==> src/rtl/bcd_updown_counter_n.sv <==
// Cascaded N-digit BCD up/down counter with parallel load, wrap or saturate
// boundary handling, and registered carry / load-error pulses.
module bcd_updown_counter_n #(
    parameter int unsigned NUM_DIGITS = 4,
    parameter bit          SATURATE   = 1'b0
) (
    input  logic                    clk_i,
    input  logic                    rst_i,
    input  logic                    enable_i,
    input  logic                    up_down_i,
    input  logic                    load_i,
    input  logic [4*NUM_DIGITS-1:0] load_value_i,
    output logic [4*NUM_DIGITS-1:0] digits_o,
    output logic                    carry_o,
    output logic                    load_err_o,
    output logic                    zero_o
);

    logic [4*NUM_DIGITS-1:0] digits_q, digits_d;
    logic                    carry_q, carry_d;
    logic                    load_err_q, load_err_d;

    logic [4*NUM_DIGITS-1:0] stepped;
    logic                    load_ok;
    logic                    run_nine;
    logic                    run_zero;
    logic [3:0]              nib;

    // Single-cycle cascade: run_nine/run_zero track whether all lower digits
    // sit at the roll-over value, so each digit decides independently.
    always_comb begin
        stepped  = digits_q;
        load_ok  = 1'b1;
        run_nine = 1'b1;
        run_zero = 1'b1;
        nib      = 4'd0;
        for (int i = 0; i < NUM_DIGITS; i++) begin
            nib = digits_q[4*i +: 4];
            if (up_down_i && run_nine) begin
                stepped[4*i +: 4] = (nib == 4'd9) ? 4'd0 : nib + 4'd1;
            end else if (!up_down_i && run_zero) begin
                stepped[4*i +: 4] = (nib == 4'd0) ? 4'd9 : nib - 4'd1;
            end
            run_nine = run_nine & (nib == 4'd9);
            run_zero = run_zero & (nib == 4'd0);
            if (load_value_i[4*i +: 4] > 4'd9) begin
                load_ok = 1'b0;
            end
        end
    end

    always_comb begin
        digits_d   = digits_q;
        carry_d    = 1'b0;
        load_err_d = 1'b0;
        if (load_i) begin
            if (load_ok) begin
                digits_d = load_value_i;
            end else begin
                load_err_d = 1'b1;
            end
        end else if (enable_i) begin
            // After the loop, run_nine/run_zero mean the whole count is at a boundary.
            if ((up_down_i && run_nine) || (!up_down_i && run_zero)) begin
                carry_d = 1'b1;
                if (!SATURATE) begin
                    digits_d = stepped;
                end
            end else begin
                digits_d = stepped;
            end
        end
    end

    always_ff @(posedge clk_i) begin
        if (rst_i) begin
            digits_q   <= '0;
            carry_q    <= 1'b0;
            load_err_q <= 1'b0;
        end else begin
            digits_q   <= digits_d;
            carry_q    <= carry_d;
            load_err_q <= load_err_d;
        end
    end

    assign digits_o   = digits_q;
    assign carry_o    = carry_q;
    assign load_err_o = load_err_q;
    assign zero_o     = (digits_q == '0);

endmodule

==> config.mk <==
export PLATFORM = sky130hd
export DESIGN_NAME = bcd_updown_counter_n
export DESIGN_NICKNAME = d
export VERILOG_FILES = /design/src/rtl/bcd_updown_counter_n.sv
export SDC_FILE = /design/constraint.sdc
export NUM_CORES = 1
export LEC_CHECK = 0
export CAP_MARGIN = 20
export CORE_ASPECT_RATIO = 0.7
export CORE_MARGIN = 1.5
export CORE_UTILIZATION = 45
export CTS_BUF_LIST = sky130_fd_sc_hd__clkbuf_16
export DETAILED_ROUTE_END_ITERATION = 10
export GPL_TIMING_DRIVEN = 0
export PLACE_DENSITY = 0.78
export SLEW_MARGIN = 10
export SYNTH_ARGS = -nofsm -noshare
export SYNTH_HDL_FRONTEND = slang
export SYNTH_SLANG_ARGS = --single-unit
==> constraint.sdc <==
create_clock -name clk_i -period 1.6 [get_ports clk_i]
set_input_delay 0.24 -clock clk_i [delete_from_list [all_inputs] [get_ports clk_i]]
set_output_delay 0.24 -clock clk_i [all_outputs]
set_load 0.005 [all_outputs]
==> impl_metrics.py <==
metrics = {
    "routing": {
        "drt-initial-drc-count": 206,
        "vias": 1988,
        "routed_wire_length_per_instance_um": 17.3,
        "drc_errors": 0,
        "wirelength_um": 5830,
        "iteration_count_of_the_initial_detailed_routing_pass": 4,
        "final_antenna_net_count": 0,
        "post_drt_via_cell_ratio": 5.90,
    },
    "setup_path": {
        "critical_path_peak_fanout": 8,
        "timing.critical_path.max_delay_family": "simple AND/OR/NAND/NOR gates",
        "slowest_stage": "sky130_fd_sc_hd__and4bb_4",
        "critPathArrivalTime_ns": 2.03,
        "worstPathCellList": "and4bb_4, buf_4, and3_4, buf_6, nand4b_1, a21boi_1, a2111oi_1, o41ai_1",
        "crit_path_start_kind": "flop",
        "slowest_delay_ns": 0.38,
        "critical_path_class": "flop to flop",
        "data_required_time_at_the_worst_endpoint_ns": 1.75,
        "cp_num_buf_inv": 2,
        "critPathCaptureType": "flop",
    },
    "global_route": {
        "globalRouteOverflowTotal": 0,
        "groute.usage.overall": 0.265,
        "grt.met2_usage": 0.423,
        "grt_antenna_before_repair": 0,
        "grt.busiest_layer": "met2",
        "wire_length_of_the_first_global_routing_pass_um": 7990,
        "grt_start_max_net_pins": 12,
        "met1_capacity_usage_during_global_routing": 0.362,
        "groute.layer.met3.usage": 0.0514,
        "grt_pass1_vias": 1735,
    },
    "clock_network": {
        "clk_pin_slew_worst_paths_ns": 0.06,
        "worstSkewPairLatency_ns": 0.25,
        "h_tree_depth": 1,
        "clkSinkCount": 18,
        "clock_path_buffers": 2,
        "cts_root_buf": "sky130_fd_sc_hd__clkbuf_16",
        "cts_made_buffers": 3,
        "cts_hold_buffers": 0,
        "tritoncts_clock_tree": "built",
    },
    "yosys": {
        "synth_async_sr_flop_share": 0,
        "synth_top_cells_by_area": "sky130_fd_sc_hd__dfxtp_1 22%, sky130_fd_sc_hd__nor2_1 5.8%, sky130_fd_sc_hd__o41ai_1 3.8%",
        "netlist_area_um2": 1630,
        "synth_edf_count": 0,
        "ys_seq_elements": 18,
        "ys_warnings": 0,
        "synth_most_common_cell": "sky130_fd_sc_hd__nor2_1",
        "synth_commonest_cells": "25 x sky130_fd_sc_hd__nor2_1, 18 x sky130_fd_sc_hd__dfxtp_1, 16 x sky130_fd_sc_hd__nand2_1, 11 x sky130_fd_sc_hd__o21ai_0",
        "synth_fp_nets": 236,
        "synth_top_area_cell": "sky130_fd_sc_hd__dfxtp_1",
        "yosysSeqAreaShare": 0.221,
        "syn_inst": 215,
        "syn_area_per_cell_um2": 7.58,
        "synth_top_flop_cell": "sky130_fd_sc_hd__dfxtp_1",
        "portion_of_synthesized_cell_area_occupied_by_the_leading_cell_type": 0.221,
        "yosysUniqueCellTypes": 55,
    },
    "die": {
        "initial_core_util": 0.467,
        "row_count": 18,
        "die_area_um2": 4000,
        "floorplan.core_area_um2": 3490,
        "dieWidth_um": 74.9,
        "design.portCount": 40,
        "chipHeight_um": 53.3,
    },
    "layout": {
        "area_growth_pct": 61.4,
        "nNetsFinal": 309,
        "num_antenna_cells": 0,
        "layout-drive-gt1-share": 0.359,
        "utilization": 0.753,
    },
    "place": {
        "port_buffers": 38,
        "place_hpwl_um": 3200,
        "gp_congestion": 0.809,
        "worst_slack_at_placement_ns": -0.680,
    },
    "timing": {
        "final.period_utilization": 1.18,
        "finalWorstPathRequiredPeriod_ns": 1.88,
        "slew-limit-headroom": 0.646,
        "timing.final.ws_setup_ns": -0.284,
        "setup_violations": 17,
        "grt_setup_unrepaired": "yes",
        "clock_skew_ns": 0.00182,
        "max_freq_ghz": 0.531,
        "timing_worst_slew_pin_value_ns": 0.531,
        "report.final.slew_viol_count": 0,
        "setup_tns_ns": -2.20,
        "timing.final.hold_violations": 0,
    },
    "run_status": {
        "violations": "setup timing",
        "status": "complete, but fails checks",
    },
    "power": {
        "power.switching_mw": 0.575,
        "power.static_leakage_nw": 1.01,
        "cellInternalPower_mw": 1.15,
        "power.share.combinational": 0.390,
        "seqPwrFrac": 0.306,
        "power_switching_share": 0.334,
        "power-per-cell-area_nw_per_um2": 654,
        "ir_worst_vdd_mv": 0.590,
        "p_clk_frac": 0.304,
    },
    "flow_run": {
        "cap_violations": 0,
    },
    "hold_path": {
        "hold_path.class": "input port to flop",
    },
}
-- timing repair --
| item | CTS | global route |
|---|---|---|
| setup buffers | 20 | 16 |
| resized for setup | 57 | 30 |
| pin swaps | 20 | 19 |
| endpoints found under the setup margin | 17 | 17 |
-- power groups by stage --
stage / combinational [mW] / sequential (mW) / clock, mW
after floorplan: 0.334 / 0.523 / 0
after global placement: 0.526 / 0.525 / 0
after detailed placement: 0.530 / 0.525 / 0
after CTS: 0.595 / 0.526 / 0.521
after global routing: 0.719 / 0.532 / 0.541
final: 0.671 / 0.527 / 0.522
-- through the flow --
stage / hold WS [ns] / std cells / power (mW) / cell area [µm²]
4_1_cts: 0.433 / 322 / 1.64 / 2420
2_1_floorplan: 0.408 / 215 / 0.858 / 1680
5_1_grt: 0.452 / 337 / 1.79 / 2630
6_report: 0.437 / 337 / 1.72 / 2630
3_5_place_dp: 0.559 / 303 / 1.06 / 2120
3_3_place_gp: 0.559 / 303 / 1.05 / 2120
-- registers in the layout, summed over array words and instances (netlist names) --
signal	count
carry_o	1
load_err_o	1
digits_o	16
-- metal layers --
metal | share of wire | vias up
met4 | 0.036 | 0
met2 | 0.46 | 104
met1 | 0.42 | 905
li1 | - | 955
met3 | 0.076 | 24
met5 | 0 | -
-- cell type report --
cell class / instances / area, µm²
Multi-Input combinational cell: 169 / 1300
Clock inverter: 1 / 3.75
Buffer: 17 / 131
Timing Repair Buffer: 73 / 646
Clock buffer: 3 / 75.1
Fill cell: 245 / 862
Tap cell: 50 / 62.6
Sequential cell: 18 / 389
Inverter: 6 / 25.0
-- path summary, 6_finish.rpt --
check	start	endpoint	slack, ns	cells after the start
max	digits_o[1]	digits_o[11]	-0.28	8
max reg2reg	digits_o[1]	digits_o[11]	-0.28	8
min reg2reg	digits_o[9]	digits_o[9]	0.57	2
min	load_value_i[6]	digits_o[6]	0.44	3
-- layout by cell type, fill, tap and decap left out, types with 4 or more instances in the layout --
| cell | synthesis | layout |
|---|---|---|
| sky130_fd_sc_hd__buf_4 | 2 | 31 |
| sky130_fd_sc_hd__clkdlybuf4s50_1 | 0 | 23 |
| sky130_fd_sc_hd__nor2_1 | 25 | 21 |
| sky130_fd_sc_hd__nand2_1 | 16 | 16 |
| sky130_fd_sc_hd__dlygate4sd2_1 | 0 | 11 |
| sky130_fd_sc_hd__buf_6 | 3 | 8 |
| sky130_fd_sc_hd__nand3b_1 | 8 | 8 |
| sky130_fd_sc_hd__nand3_1 | 9 | 8 |
| sky130_fd_sc_hd__dfxtp_1 | 18 | 7 |
| sky130_fd_sc_hd__a21oi_1 | 9 | 6 |
| sky130_fd_sc_hd__o21ai_1 | 1 | 6 |
| sky130_fd_sc_hd__mux2i_1 | 6 | 6 |
| sky130_fd_sc_hd__dfxtp_4 | 0 | 6 |
| sky130_fd_sc_hd__nand2b_1 | 5 | 5 |
| sky130_fd_sc_hd__inv_1 | 6 | 5 |
| sky130_fd_sc_hd__dfxtp_2 | 0 | 5 |
| sky130_fd_sc_hd__clkbuf_1 | 8 | 4 |
| sky130_fd_sc_hd__xnor2_1 | 5 | 4 |
| sky130_fd_sc_hd__a211oi_1 | 5 | 4 |
| sky130_fd_sc_hd__o21ai_0 | 11 | 4 |
| sky130_fd_sc_hd__and3_1 | 5 | 4 |
| sky130_fd_sc_hd__o41ai_1 | 7 | 4 |
| sky130_fd_sc_hd__a31oi_1 | 4 | 4 |
| sky130_fd_sc_hd__nor3_1 | 8 | 4 |
-- worst min-delay path, stage by stage --
cell                            delay, ns
sky130_fd_sc_hd__dlygate4sd2_1       0.24
sky130_fd_sc_hd__nor2_1              0.09
sky130_fd_sc_hd__o41ai_1             0.08
-- cell families (layout without fill, tap and decap cells) --
logic type,Yosys count,in the layout,share of synthesized area
xor+xnor,7,7,0.0376
compound gates,63,63,0.297
flops,18,18,0.221
buf+inv,28,100,0.0968
mux,6,6,0.0369
simple gates,93,93,0.310
Power figures use the tool's default switching activity.
